===== src/rtl/mem_arbiter.sv =====
// Two-requester memory port arbiter: data path has priority over instruction fetch,
// with a starvation guard, busy backpressure, completion timeout and registered acks.
module mem_arbiter #(
    parameter int unsigned ADDR_W       = 32,
    parameter int unsigned DATA_W       = 32,
    parameter int unsigned STARVE_LIMIT = 4,
    parameter int unsigned TIMEOUT      = 255
) (
    input  logic              clk,
    input  logic              rst,
    input  logic              i_req,
    input  logic [ADDR_W-1:0] i_addr,
    output logic [DATA_W-1:0] i_rdata,
    output logic              i_ack,
    input  logic              d_read,
    input  logic              d_write,
    input  logic [ADDR_W-1:0] d_addr,
    input  logic [DATA_W-1:0] d_wdata,
    output logic [DATA_W-1:0] d_rdata,
    output logic              d_ack,
    input  logic              mem_busy,
    input  logic              mem_ack,
    input  logic [DATA_W-1:0] mem_rdata,
    output logic [ADDR_W-1:0] mem_addr,
    output logic [DATA_W-1:0] mem_wdata,
    output logic              mem_read,
    output logic              mem_write,
    output logic              stall,
    output logic              err,
    output logic [2:0]        state
);
    localparam int unsigned CNT_W = $clog2(TIMEOUT + 1);
    localparam int unsigned STK_W = $clog2(STARVE_LIMIT + 1);

    typedef enum logic [2:0] {
        S_IDLE    = 3'd0,
        S_BLOCKED = 3'd1,
        S_ISSUE   = 3'd2,
        S_WAIT    = 3'd3,
        S_RESP    = 3'd4
    } state_t;

    state_t            r_state, w_next;
    logic              r_owner_i, w_owner_i;
    logic              r_write, w_write;
    logic [ADDR_W-1:0] r_addr, w_addr;
    logic [DATA_W-1:0] r_wdata, w_wdata;
    logic [DATA_W-1:0] r_rdata, w_rdata;
    logic              r_err_flag, w_err_flag;
    logic [STK_W-1:0]  r_streak, w_streak;
    logic [CNT_W-1:0]  r_cnt, w_cnt;
    logic              r_i_ack, w_i_ack, r_d_ack, w_d_ack;
    logic [DATA_W-1:0] r_i_rdata, w_i_rdata, r_d_rdata, w_d_rdata;
    logic              r_err, w_err;
    logic              r_mem_read, w_mem_read, r_mem_write, w_mem_write;
    logic              w_data_req;

    assign w_data_req = d_read | d_write;

    // State register and registered outputs
    always_ff @(posedge clk or negedge rst) begin
        if (!rst) begin
            r_state     <= S_IDLE;
            r_owner_i   <= 1'b0;
            r_write     <= 1'b0;
            r_addr      <= '0;
            r_wdata     <= '0;
            r_rdata     <= '0;
            r_err_flag  <= 1'b0;
            r_streak    <= '0;
            r_cnt       <= '0;
            r_i_ack     <= 1'b0;
            r_d_ack     <= 1'b0;
            r_i_rdata   <= '0;
            r_d_rdata   <= '0;
            r_err       <= 1'b0;
            r_mem_read  <= 1'b0;
            r_mem_write <= 1'b0;
        end else begin
            r_state     <= w_next;
            r_owner_i   <= w_owner_i;
            r_write     <= w_write;
            r_addr      <= w_addr;
            r_wdata     <= w_wdata;
            r_rdata     <= w_rdata;
            r_err_flag  <= w_err_flag;
            r_streak    <= w_streak;
            r_cnt       <= w_cnt;
            r_i_ack     <= w_i_ack;
            r_d_ack     <= w_d_ack;
            r_i_rdata   <= w_i_rdata;
            r_d_rdata   <= w_d_rdata;
            r_err       <= w_err;
            r_mem_read  <= w_mem_read;
            r_mem_write <= w_mem_write;
        end
    end

    // Next-state, request latch and output decode
    always_comb begin
        w_next      = r_state;
        w_owner_i   = r_owner_i;
        w_write     = r_write;
        w_addr      = r_addr;
        w_wdata     = r_wdata;
        w_rdata     = r_rdata;
        w_err_flag  = r_err_flag;
        w_streak    = r_streak;
        w_cnt       = r_cnt;
        w_i_ack     = 1'b0;
        w_d_ack     = 1'b0;
        w_i_rdata   = '0;
        w_d_rdata   = '0;
        w_err       = 1'b0;
        w_mem_read  = 1'b0;
        w_mem_write = 1'b0;

        case (r_state)
            S_IDLE: begin
                if (i_req || w_data_req) begin
                    // Instruction only wins when alone or after a full data streak
                    w_owner_i = i_req && (!w_data_req || (r_streak == STK_W'(STARVE_LIMIT)));
                    if (w_owner_i) begin
                        w_write  = 1'b0;
                        w_addr   = i_addr;
                        w_wdata  = '0;
                        w_streak = '0;
                    end else begin
                        w_write = !d_read;
                        w_addr  = d_addr;
                        w_wdata = d_read ? '0 : d_wdata;
                        if (!i_req)
                            w_streak = '0;
                        else if (r_streak != STK_W'(STARVE_LIMIT))
                            w_streak = r_streak + STK_W'(1);
                    end
                    w_rdata    = '0;
                    w_err_flag = 1'b0;
                    w_next     = mem_busy ? S_BLOCKED : S_ISSUE;
                end
            end
            S_BLOCKED: begin
                if (!mem_busy)
                    w_next = S_ISSUE;
            end
            S_ISSUE: begin
                w_cnt  = '0;
                w_next = S_WAIT;
            end
            S_WAIT: begin
                if (mem_ack) begin
                    w_rdata    = r_write ? '0 : mem_rdata;
                    w_err_flag = 1'b0;
                    w_next     = S_RESP;
                end else if (r_cnt == CNT_W'(TIMEOUT - 1)) begin
                    w_rdata    = '0;
                    w_err_flag = 1'b1;
                    w_next     = S_RESP;
                end else begin
                    w_cnt = r_cnt + CNT_W'(1);
                end
            end
            S_RESP: begin
                if (r_owner_i) begin
                    w_i_ack   = 1'b1;
                    w_i_rdata = r_rdata;
                end else begin
                    w_d_ack   = 1'b1;
                    w_d_rdata = r_rdata;
                end
                w_err  = r_err_flag;
                w_next = S_IDLE;
            end
            default: w_next = S_IDLE;
        endcase

        // Strobe is registered on entry so it is high exactly while in ISSUE
        w_mem_read  = (w_next == S_ISSUE) && !w_write;
        w_mem_write = (w_next == S_ISSUE) && w_write;
    end

    assign i_ack     = r_i_ack;
    assign d_ack     = r_d_ack;
    assign i_rdata   = r_i_rdata;
    assign d_rdata   = r_d_rdata;
    assign err       = r_err;
    assign mem_read  = r_mem_read;
    assign mem_write = r_mem_write;
    assign mem_addr  = r_addr;
    assign mem_wdata = r_wdata;
    assign state     = r_state;
    assign stall     = rst & ((i_req & ~r_i_ack) | (w_data_req & ~r_d_ack));

endmodule


===== config.mk =====
export PLATFORM = sky130hd
export DESIGN_NAME = mem_arbiter
export DESIGN_NICKNAME = d
export VERILOG_FILES = /design/src/rtl/mem_arbiter.sv
export SDC_FILE = /design/constraint.sdc
export NUM_CORES = 1
export LEC_CHECK = 0
export BUFFER_PORTS_ARGS = -buffer_cell sky130_fd_sc_hd__buf_2
export CORE_MARGIN = 2
export CORE_UTILIZATION = 52
export CTS_CLUSTER_SIZE = 30
export DETAILED_ROUTE_END_ITERATION = 8
export PLACE_DENSITY = 0.9
export SLEW_MARGIN = 10
export SYNTH_ARGS = -nofsm -noshare
export SYNTH_HDL_FRONTEND = slang
export SYNTH_SLANG_ARGS = --single-unit

===== constraint.sdc =====
create_clock -name clk -period 5 [get_ports clk]
set_clock_uncertainty 0.2 [all_clocks]
set_input_delay 0.5 -clock clk [delete_from_list [all_inputs] [get_ports clk]]
set_output_delay 0.5 -clock clk [all_outputs]
set_load 0.005 [all_outputs]

==> results.txt, run 1 <==
Post-CTS sizing = 0
Cell variety after synth = 42
Wire per inst = 18.7 um
Cell internal pwr = 3.23 mW
CP max stage delay = 630 ps
Non-filler instance count after layout = 946
Mapped cell area = 0.00669 mm^2
Vias in the first global route = 5443
Slew Limit Fails = 0
Post-Syn Instances = 495
Largest net degree at the start of global routing = 97
Rel. slew slack = 14.9%
Status = complete, no violations
Commonest non-fill, non-tap cells in the layout = buf_2, dfrtp_1, and2_1, a22o_1, inv_1
Vias = 5195
Hold Vio Cnt, Final = 0
Core Region = 0.0126 mm^2
Synth Register Bits = 182
Net Sw Frac = 32.3%
Clock Power Share = 28.7%
Antenna-violating nets left = 0
EDFF count, synth = 0
DR vias/cell = 5.49
Seq/Total Area, Yosys = 68.1%
Fin Setup TNS = 0 ps
Top FF cell, synth = dfrtp_1
Post-DP HPWL = 11900 um
# nets final = 901
Total GRT Usage = 25.8%
Max H-tree Level = 4
Root buffer cell = clkbuf_16
Setup bufs post-CTS = 0
GP Congestion = 0.871
TritonCTS clock tree = yes
Yosys Warn Count = 0
Least-Margin Pin Slew = 1280 ps
CP Launch Type = primary input
CP arrival = 2060 ps
Die area = 0.0138 mm^2
Worst hold path type = primary input to flop
Die width = 117 um
Routed Wire Length = 17700 um
Dpl cells = 913
Critical path peak fanout = 96
Period minus WS final = 2760 ps
First-pass GRT wire length = 27800 um
Starting Density = 53.2%
Combinational share of power = 27.9%
Ys async rst share = 100%
Share of post-route cells with drive strength above 1 = 41.0%
Endpoints failing setup = 0
Syn_nets = 634
Cts bufs inserted = 17
Commonest non-fill, non-tap cell in the layout = buf_2
Die height = 117 um
Drt pass-1 iters = 8
Top Ports = 272
Row cnt = 41
Seq pwr share = 43.4%
CP Capture Type = primary output
Antenna Cells = 0
Fin crit share = 55.2%
Slowest CP cell = buf_6
WHS = 95.4 ps
Post-CTS Hold Fix Bufs = 1
Port bufs = 271
Drt drc = 0
Max cap viols = 0
Latest clock arrival within the worst-skew pair = 420 ps
Power per Cell Area = 540 mW/mm^2
Clock Sinks = 182
P_sw = 1.54 mW
Clk slew on worst S/H paths = 70 ps
Avg Cell Area, Syn = 13.5 um^2
RSZ-0062 raised after global routing = no
Critical path cell sequence = dlygate4sd3_1 -> buf_6 -> and2_1 -> buf_2
Final global-route overflow total = 0
Worst vdd rail ir drop = 287 uV
Worst path required time = 4300 ps
Max frequency = 0.362 GHz
DRT iter0 DRCs = 578
Critical path class = primary input to primary output
Static leakage = 4.92 nW
Max clock buf depth = 2
Syn-to-layout area delta = 32.0%
Initial antenna violation count = 0
routing by layer:
metal  share of wire, %  global-route usage, %  vias to the layer above  wire, um
met3                9.6                   10.5                       37      1700
met1                 37                   28.9                     2574      6480
li1                   -                      -                     2310         -
met2                 51                   44.4                      274      9080
met4                2.5                   9.34                        0       438
met5                  0                      0                        -         0
area by class of cell:
class | count | area [um^2]
sequential | 182 | 4550
fill | 858 | 3740
multi-input combinational | 244 | 1870
timing repair buffer | 278 | 1430
clock buffer | 17 | 425
tap | 172 | 215
clock inverter | 14 | 194
inverter | 39 | 146
worst max-delay path, delay by kind of cell:
family                 cells  cell delay (ps)
AND/OR/NAND/NOR            1              250
buffers and inverters      3             1290
sequential cells by signal, indices dropped and copies added (netlist names):
name        cells
d_ack           1
d_rdata        32
err             1
i_ack           1
i_rdata        32
mem_addr       32
mem_read        1
mem_wdata      32
mem_write       1
r_cnt           8
r_err_flag      1
r_owner_i       1
r_rdata        32
r_streak        3
r_write         1
state           3
synthesized netlist by cell type (all sizes together), types with 3 or more instances:
cell type	count	area, um^2
o21ai	8	40.0
nor3	4	30.0
nand3	3	15.0
and3	3	18.8
a22o	64	561
a21oi	4	20.0
buf	14	87.6
ha	4	50.1
inv	39	146
a21o	3	22.5
and2	65	407
nor2	9	33.8
a222oi	32	320
or3	6	42.5
dfrtp	182	4550
clkbuf	16	60.1
nand2	12	45.0
stage by stage:
step           total power, mW  utilization (%)  worst slack (ps)  instance area, um^2
4_1_cts                   4.79             70.1              2170                 8810
3_5_place_dp              3.41             65.1              2240                 8180
5_1_grt                   5.02             70.3              2050                 8830
6_report                  4.77             70.3              2240                 8830
2_1_floorplan             2.82                -              3110                 6690
3_3_place_gp              3.31             65.1              2440                 8180
worst paths after layout:
path | end | from | depth (start not counted) | slack [ps]
hold / removal | mem_addr[26]$_DFFE_PN0P_ | i_addr[26] | 3 | 100
setup reg to reg | mem_addr[17]$_DFFE_PN0P_ | state[0]$_DFF_PN0_ | 4 | 2360
max in group asynchronous | mem_addr[20]$_DFFE_PN0P_ | rst | 3 | 2520
hold reg to reg | mem_wdata[26]$_DFFE_PN0P_ | mem_wdata[26]$_DFFE_PN0P_ | 1 | 310
min in group asynchronous | r_rdata[28]$_DFFE_PN0P_ | rst | 2 | 520
setup / recovery | stall | rst | 4 | 2240
power by group through the flow:
stage / Clock (mW) / Combinational, mW / Sequential, mW
floorplan: 0 / 0.750 / 2.07
global placement: 0 / 1.25 / 2.06
detailed placement: 0 / 1.32 / 2.09
CTS: 1.40 / 1.33 / 2.07
global route: 1.46 / 1.45 / 2.11
finish: 1.37 / 1.33 / 2.07
kinds of logic after synthesis:
| logic type | after synthesis | synth area share [%] |
|---|---|---|
| flip-flops | 182 | 68.1 |
| AO/OA/AOI/OAI | 124 | 16.3 |
| AND/OR/NAND/NOR | 114 | 10.2 |
| buffers and inverters | 69 | 4.39 |
| adder cells (fa/ha/maj) | 4 | 0.748 |
| XOR/XNOR | 1 | 0.131 |
| multiplexers | 1 | 0.150 |
Note: power is estimated with default switching activity, not from simulation.
==> run 2: changes to the inputs <==
ABC_AREA = 1   (was default)
CORE_UTILIZATION = 49   (was 52)
PLACE_DENSITY = 0.85   (was 0.9)
clock period = 2.6 ns   (was 5 ns; I/O delays follow)
==> run 2 against run 1 <==
Against the previous run:
- synthesized cell count rose by 52%
- hold slack worse by 75 ps
- first-iteration DRC count up 11%
- non-clock buffer count up 135
- die area increased by 12%
- clock-buffer cell count increased by 7
- area after synthesis is 6.1% higher
- sequential power increased by 92%
- largest cell class unchanged
==> results.txt, run 2 <==
First-pass GRT wire length = 33700 um (+21%)
Non-filler instance count after layout = 1348 (+42%)
DR vias/cell = 4.96 (-9.7%)
Final core occ = 74.3% (+4.1 points)
Cts bufs inserted = 17 (unchanged)
Fin Setup TNS = 0 ps (unchanged)
Synth Register Bits = 182 (unchanged)
Syn_nets = 893 (+41%)
Mapped cell area = 0.00710 mm^2 (+6.1%)
Max cap viols = 0 (unchanged)
Routed Wire Length = 21000 um (+19%)
Most common cell in the netlist = nand2_1
Fin crit share = 90.6%
Worst path required time = 2750 ps (-1550 ps)
Seq/Total Area, Yosys = 64.2% (-3.9 points)
Area fraction of the dominant cell type after synthesis = 64.2% (-3.9 points)
Endpoints failing setup = 0 (unchanged)
Max frequency = 0.424 GHz
Clock Sinks = 182 (unchanged)
Antenna-violating nets left = 0 (unchanged)
GP Congestion = 0.932 (+6.9%)
Slew Limit Fails = 0 (unchanged)
Max clock buf depth = 2 (unchanged)
Clk slew on worst S/H paths = 60 ps (about the same)
Post-Syn Instances = 754 (+52%)
Critical path peak fanout = 33 (-66%)
Row cnt = 43 (+4.9%)
Commonest non-fill, non-tap cells in the layout = buf_2, nand2_1, dfrtp_1, dlygate4sd3_1, inv_1
CP arrival = 2510 ps (+450 ps)
RSZ-0062 raised after global routing = no
Die area = 0.0155 mm^2 (+12%)
Clock Power Share = 25.2% (-3.5 points)
Combinational share of power = 33.5% (+5.6 points)
Static leakage = 5.74 nW (+17%)
R2r endpoint = mem_addr[11]$_DFFE_PN0P_
CP Capture Type = flop
Total GRT Usage = 27.4% (+1.6 points)
TritonCTS clock tree = yes
Worst hold path type = primary input to flop
Cell variety after synth = 28 (-33%)
Slowest CP cell = dlygate4sd3_1
Syn-to-layout area delta = 47.1%
Starting Density = 50.6% (-2.7 points)
Vias = 6681 (+29%)
Share of post-route cells with drive strength above 1 = 27.8% (-13 points)
Post-synthesis compound-gate area fraction = 3.35% (-13 points)
Worst reg-to-reg path cell count = 10 (+6)
Drt drc = 0 (unchanged)
Dpl cells = 1183 (+30%)
Post-synthesis mux area share = 0% (-0.15 points)
Status = complete, no violations
RR Startpoint = r_streak[0]$_DFFE_PN0P_
Fillers = 940 (+9.6%)
Cell internal pwr = 6.40 mW (+98%)
DRT iter0 DRCs = 640 (+11%)
Latest clock arrival within the worst-skew pair = 420 ps (about the same)
Post-DP HPWL = 12400 um (+4.5%)
Worst slack at placement = 464 ps (-1780 ps)
Most frequent CP cell = nand2_1
CP Launch Type = flop
Final global-route overflow total = 0 (unchanged)
Worst Setup EP = mem_addr[11]$_DFFE_PN0P_
Net Sw Frac = 33.6% (+1.3 points)
Ys async rst share = 100% (unchanged)
Largest net degree at the start of global routing = 85 (-12%)
Setup WS post-layout = 243 ps (-2000 ps)
Top Ports = 272 (unchanged)
Least-Margin Pin Slew = 932 ps (-344 ps)
Max H-tree Level = 4 (unchanged)
Crit path launch = r_streak[0]$_DFFE_PN0P_
Top FF cell, synth = dfrtp_1
Post-Synth Adder-Cell Area = 0.705% (-0.043 points)
Ranking of synthesized cells by area = dfrtp_1, nand2_1, nand3_1
Wire per inst = 15.6 um (-17%)
Die width = 124 um (+5.9%)
CP max stage delay = 570 ps (-60 ps)
Simple-gate share of the synthesized area = 23.9% (+14 points)
Seq pwr share = 41.3% (-2.1 points)
Reg-to-reg setup timing slack = 240 ps (-2120 ps)
Hold Vio Cnt, Final = 0 (unchanged)
Rel. slew slack = 37.9% (+23 points)
Drt pass-1 iters = 6 (-2)
Post-CTS sizing = 0 (unchanged)
# nets final = 1293 (+44%)
P_sw = 3.24 mW (+110%)
Commonest non-fill, non-tap cell in the layout = buf_2
Power per Cell Area = 924 mW/mm^2 (+71%)
Root buffer cell = clkbuf_16
Critical path cell sequence = inv_1 -> ha_1 -> nand2_1 -> nand2_1 -> nand2_2 -> nor2_2 -> buf_4 -> nand2_1 -> nand3_1 -> dlygate4sd3_1
Initial antenna violation count = 2 (+2)
Post-synth top cells = nand2_1, dfrtp_1, inv_1
Vias in the first global route = 6889 (+27%)
Avg Cell Area, Syn = 9.42 um^2 (-30%)
Period minus WS final = 2360 ps
Worst vdd rail ir drop = 480 uV (+67%)
Critical path class = flop to flop
Core Region = 0.0140 mm^2 (+12%)
Yosys Warn Count = 0 (unchanged)
Final instance area = 0.0104 mm^2 (+18%)
Cell taking the most area after synthesis = dfrtp_1
Largest family of logic cells by synthesized area = simple AND/OR/NAND/NOR gates
EDFF count, synth = 0 (unchanged)
Placed Area = 0.00856 mm^2 (+4.6%)
Die height = 124 um (+5.9%)
XOR/XNOR Fraction of Synth Area = 0.493% (+0.36 points)
Port bufs = 271 (unchanged)
run 2: worst max-delay path: cells and delay by family (launching register included):
kind	cells	cell delay, ps
simple gates	6	530
buf+inv	3	1020
flops	1	390
fa+ha+maj	1	150
run 2: metrics by stage:
| stage | hold slack (ps) | total power, mW |
|---|---|---|
| 2_1_floorplan | -236 | 5.59 |
| 3_3_place_gp | -69.0 | 6.43 |
| 3_5_place_dp | -66.0 | 6.55 |
| 4_1_cts | 19.0 | 9.56 |
| 5_1_grt | 59.1 | 10.2 |
| 6_report | 20.3 | 9.64 |
run 2: routing by layer:
| metal | track usage, % | up-vias | wire [um] |
|---|---|---|---|
| li1 | - | 3116 | - |
| met2 | 46.6 | 320 | 10600 |
| met1 | 31.5 | 3151 | 7930 |
| met5 | 0 | - | 0 |
| met4 | 16.1 | 0 | 1170 |
| met3 | 6.74 | 94 | 1340 |
run 2: area by class of cell:
type	count	area [um^2]	area share [%]
antenna	3	7.51	0.0719
clock buffer	24	482	4.61
clock inverter	6	70.1	0.671
inverter	84	315	3.02
multi-input combinational	456	2020	19.3
sequential	182	4550	43.6
tap	180	225	2.16
timing repair buffer	413	2770	26.5
run 2: kinds of logic after synthesis:
| logic type | count (synthesis) |
|---|---|
| buffers and inverters | 116 |
| flip-flops | 182 |
| XOR/XNOR | 4 |
| AND/OR/NAND/NOR | 402 |
| adder cells (fa/ha/maj) | 4 |
| AO/OA/AOI/OAI | 46 |
run 2: how the worst min path moves through the flow:
| stage | depth (start not counted) | end | from | slack (ps) |
|---|---|---|---|---|
| after floorplan | 0 | d_ack$_DFF_PN0_ | rst | -240 |
| after global placement | 1 | r_rdata[10]$_DFFE_PN0P_ | rst | -70 |
| after detailed placement | 1 | i_rdata[8]$_DFF_PN0_ | rst | -70 |
| after CTS | 3 | r_streak[0]$_DFFE_PN0P_ | i_req | 20 |
| after global routing | 3 | r_streak[0]$_DFFE_PN0P_ | i_req | 60 |
| final | 3 | r_streak[0]$_DFFE_PN0P_ | i_req | 20 |
run 2: timing repair:
item,in CTS,in global routing
buffers inserted,0,1
endpoints found under the setup margin,0,13
hold buffers,131,0
endpoints found under the hold margin,204,0
run 2: power groups by stage:
stage | clock network (mW) | logic [mW] | registers [mW]
floorplan | 0 | 1.61 | 3.99
global placement | 0 | 2.47 | 3.96
detailed placement | 0 | 2.56 | 3.99
CTS | 2.44 | 3.15 | 3.96
global route | 2.58 | 3.59 | 4.05
finish | 2.43 | 3.23 | 3.98
==> run 3: changes to the inputs <==
clock period = 2.7 ns   (was 2.6 ns; I/O delays follow)
==> run 3 against run 2 <==
Against the previous run:
- global-route usage up 0.45 points
- maximum frequency down 5.0%
- first-iteration DRC count fell by 6.7%
- total power decreased by 3.8%
==> results.txt, run 3 (synthesized netlist as in run 2, its figures left out) <==
Status = complete, no violations
Setup WS post-layout = 218 ps (-25.0 ps)
Clock Sinks = 182 (unchanged)
Crit path launch = state[2]$_DFF_PN0_
Vias in the first global route = 6978 (+1.3%)
HP Start = i_req
CP max stage delay = 550 ps (-20 ps)
Slew Limit Fails = 0 (unchanged)
Starting Density = 50.6% (unchanged)
Root buffer cell = clkbuf_16
Syn-to-layout area delta = 47.1% (about the same)
Final core occ = 74.4% (about the same)
Post-DP HPWL = 12400 um (about the same)
Critical path peak fanout = 19 (-42%)
Initial antenna violation count = 1 (-1)
DR vias/cell = 4.93 (-0.55%)
Static leakage = 5.76 nW (+0.21%)
Max frequency = 0.403 GHz (-5.0%)
Hold Vio Cnt, Final = 0 (unchanged)
Period minus WS final = 2480 ps (+125 ps)
Die height = 124 um (unchanged)
Sequential Area = 0.00455 mm^2 (unchanged)
Worst path required time = 2860 ps (+110 ps)
Antenna-violating nets left = 0 (unchanged)
Share of post-route cells with drive strength above 1 = 27.9% (+0.062 points)
Max clock buf depth = 2 (unchanged)
Largest delay contributor family on the critical path = buffers and inverters
Power per Cell Area = 889 mW/mm^2 (-3.8%)
Hold depth = 3 (unchanged)
Die width = 124 um (unchanged)
Latest clock arrival within the worst-skew pair = 420 ps (about the same)
CP arrival = 2640 ps (+130 ps)
# nets final = 1292 (-0.077%)
Fin crit share = 91.9% (+1.3 points)
RR Startpoint = state[2]$_DFF_PN0_
Post-CTS sizing = 0 (unchanged)
Footprint of the multi-input gates = 0.00202 mm^2 (unchanged)
Routed Wire Length = 20900 um (-0.84%)
Worst reg-to-reg path cell count = 7 (-3)
Max cap viols = 0 (unchanged)
Largest net degree at the start of global routing = 104 (+22%)
Max H-tree Level = 4 (unchanged)
Port bufs = 271 (unchanged)
Worst Path Buf+Inv = 3 (unchanged)
DRT iter0 DRCs = 597 (-6.7%)
Endpoints failing setup = 0 (unchanged)
Core Region = 0.0140 mm^2 (unchanged)
Top Ports = 272 (unchanged)
Fin Setup TNS = 0 ps (unchanged)
Fillers = 926 (-1.5%)
Die area = 0.0155 mm^2 (unchanged)
Final global-route overflow total = 0 (unchanged)
Slowest CP cell = dlygate4sd3_1
Reg-to-reg setup timing slack = 220 ps (-20 ps)
CP Launch Type = flop
Wire per inst = 15.5 um (-0.84%)
Critical path cell sequence = inv_2 -> nand3_2 -> nor2_4 -> buf_4 -> nand3_1 -> nand3_1 -> dlygate4sd3_1
TritonCTS clock tree = yes
Most frequent CP cell = nand3_1
Clk slew on worst S/H paths = 60 ps (about the same)
RSZ-0062 raised after global routing = no
Commonest non-fill, non-tap cell in the layout = buf_2
Total GRT Usage = 27.9% (+0.45 points)
First-pass GRT wire length = 34100 um (+1.3%)
Commonest non-fill, non-tap cells in the layout = buf_2, nand2_1, dfrtp_1, dlygate4sd3_1, inv_1
Rel. slew slack = 36.5% (-1.4 points)
Worst slack at placement = 586 ps (+122 ps)
Vias = 6644 (-0.55%)
Worst vdd rail ir drop = 520 uV (+8.3%)
Least-Margin Pin Slew = 953 ps (+21.0 ps)
Row cnt = 43 (unchanged)
Drt pass-1 iters = 5 (-1)
Worst hold path type = primary input to flop
Crit path depth = 7 (-3)
CP Capture Type = flop
Drt drc = 0 (unchanged)
GP Congestion = 0.930 (-0.19%)
Critical path class = flop to flop
Cts bufs inserted = 17 (unchanged)
run 3: changes by cell type in the layout (fill, tap and decap cells not counted), sizes merged:
cell | previous run | this run
clkinv | 1 | 5
inv | 85 | 84
clkinvlp | 3 | 1
diode | 3 | 2
clkbuf | 24 | 25
buf | 282 | 281
run 3: worst paths after layout:
check / to
max: mem_addr[26]$_DFFE_PN0P_
min: r_streak[0]$_DFFE_PN0P_
max reg2reg: mem_addr[26]$_DFFE_PN0P_
min reg2reg: r_rdata[1]$_DFFE_PN0P_
max in group asynchronous: mem_wdata[24]$_DFFE_PN0P_
min in group asynchronous: r_rdata[31]$_DFFE_PN0P_
run 3: metrics by stage:
step / cell area [um^2] / std cells / power [mW] / hold WS, ps
finish: 10400 / 1348 / 9.28 / 43.3
global route: 10400 / 1347 / 9.90 / 56.1
CTS: 10400 / 1346 / 9.26 / 32.3
detailed placement: 8560 / 1183 / 6.30 / 212
global placement: 8560 / 1183 / 6.20 / 200
floorplan: 7100 / 754 / 5.39 / -226
run 3: power by group:
part	leakage, nW	internal [mW]	switching, mW
Clock	0.277	1.37	0.995
Sequential	2.44	3.42	0.409
Combinational	3.04	1.40	1.69
run 3: layout make-up:
class / instances / area share (%)
well taps: 180 / 2.16
repair buffers: 412 / 26.4
inverters: 84 / 3.02
flip-flops and latches: 182 / 43.6
clock inverters: 7 / 0.671
diodes: 2 / 0.0479
clock buffers: 25 / 4.74
multi-input cells: 456 / 19.3
run 3: metal layers:
metal	track usage [%]	wire [um]	part of all wire (%)
met4	15.6	1100	5.3
met5	0	0	0
met3	8.33	1410	6.8
met2	46.4	10500	50
met1	32.2	7850	38
run 3: repair_timing:
action,4_1_cts,5_1_grt
hold buffers,131,0
endpoints found under the hold margin,280,0
setup buffers,0,0
run 3: worst min-delay path, cell delays in order:
cell     delay, ps
buf_2          130
nand4_1        140
a21oi_1         80
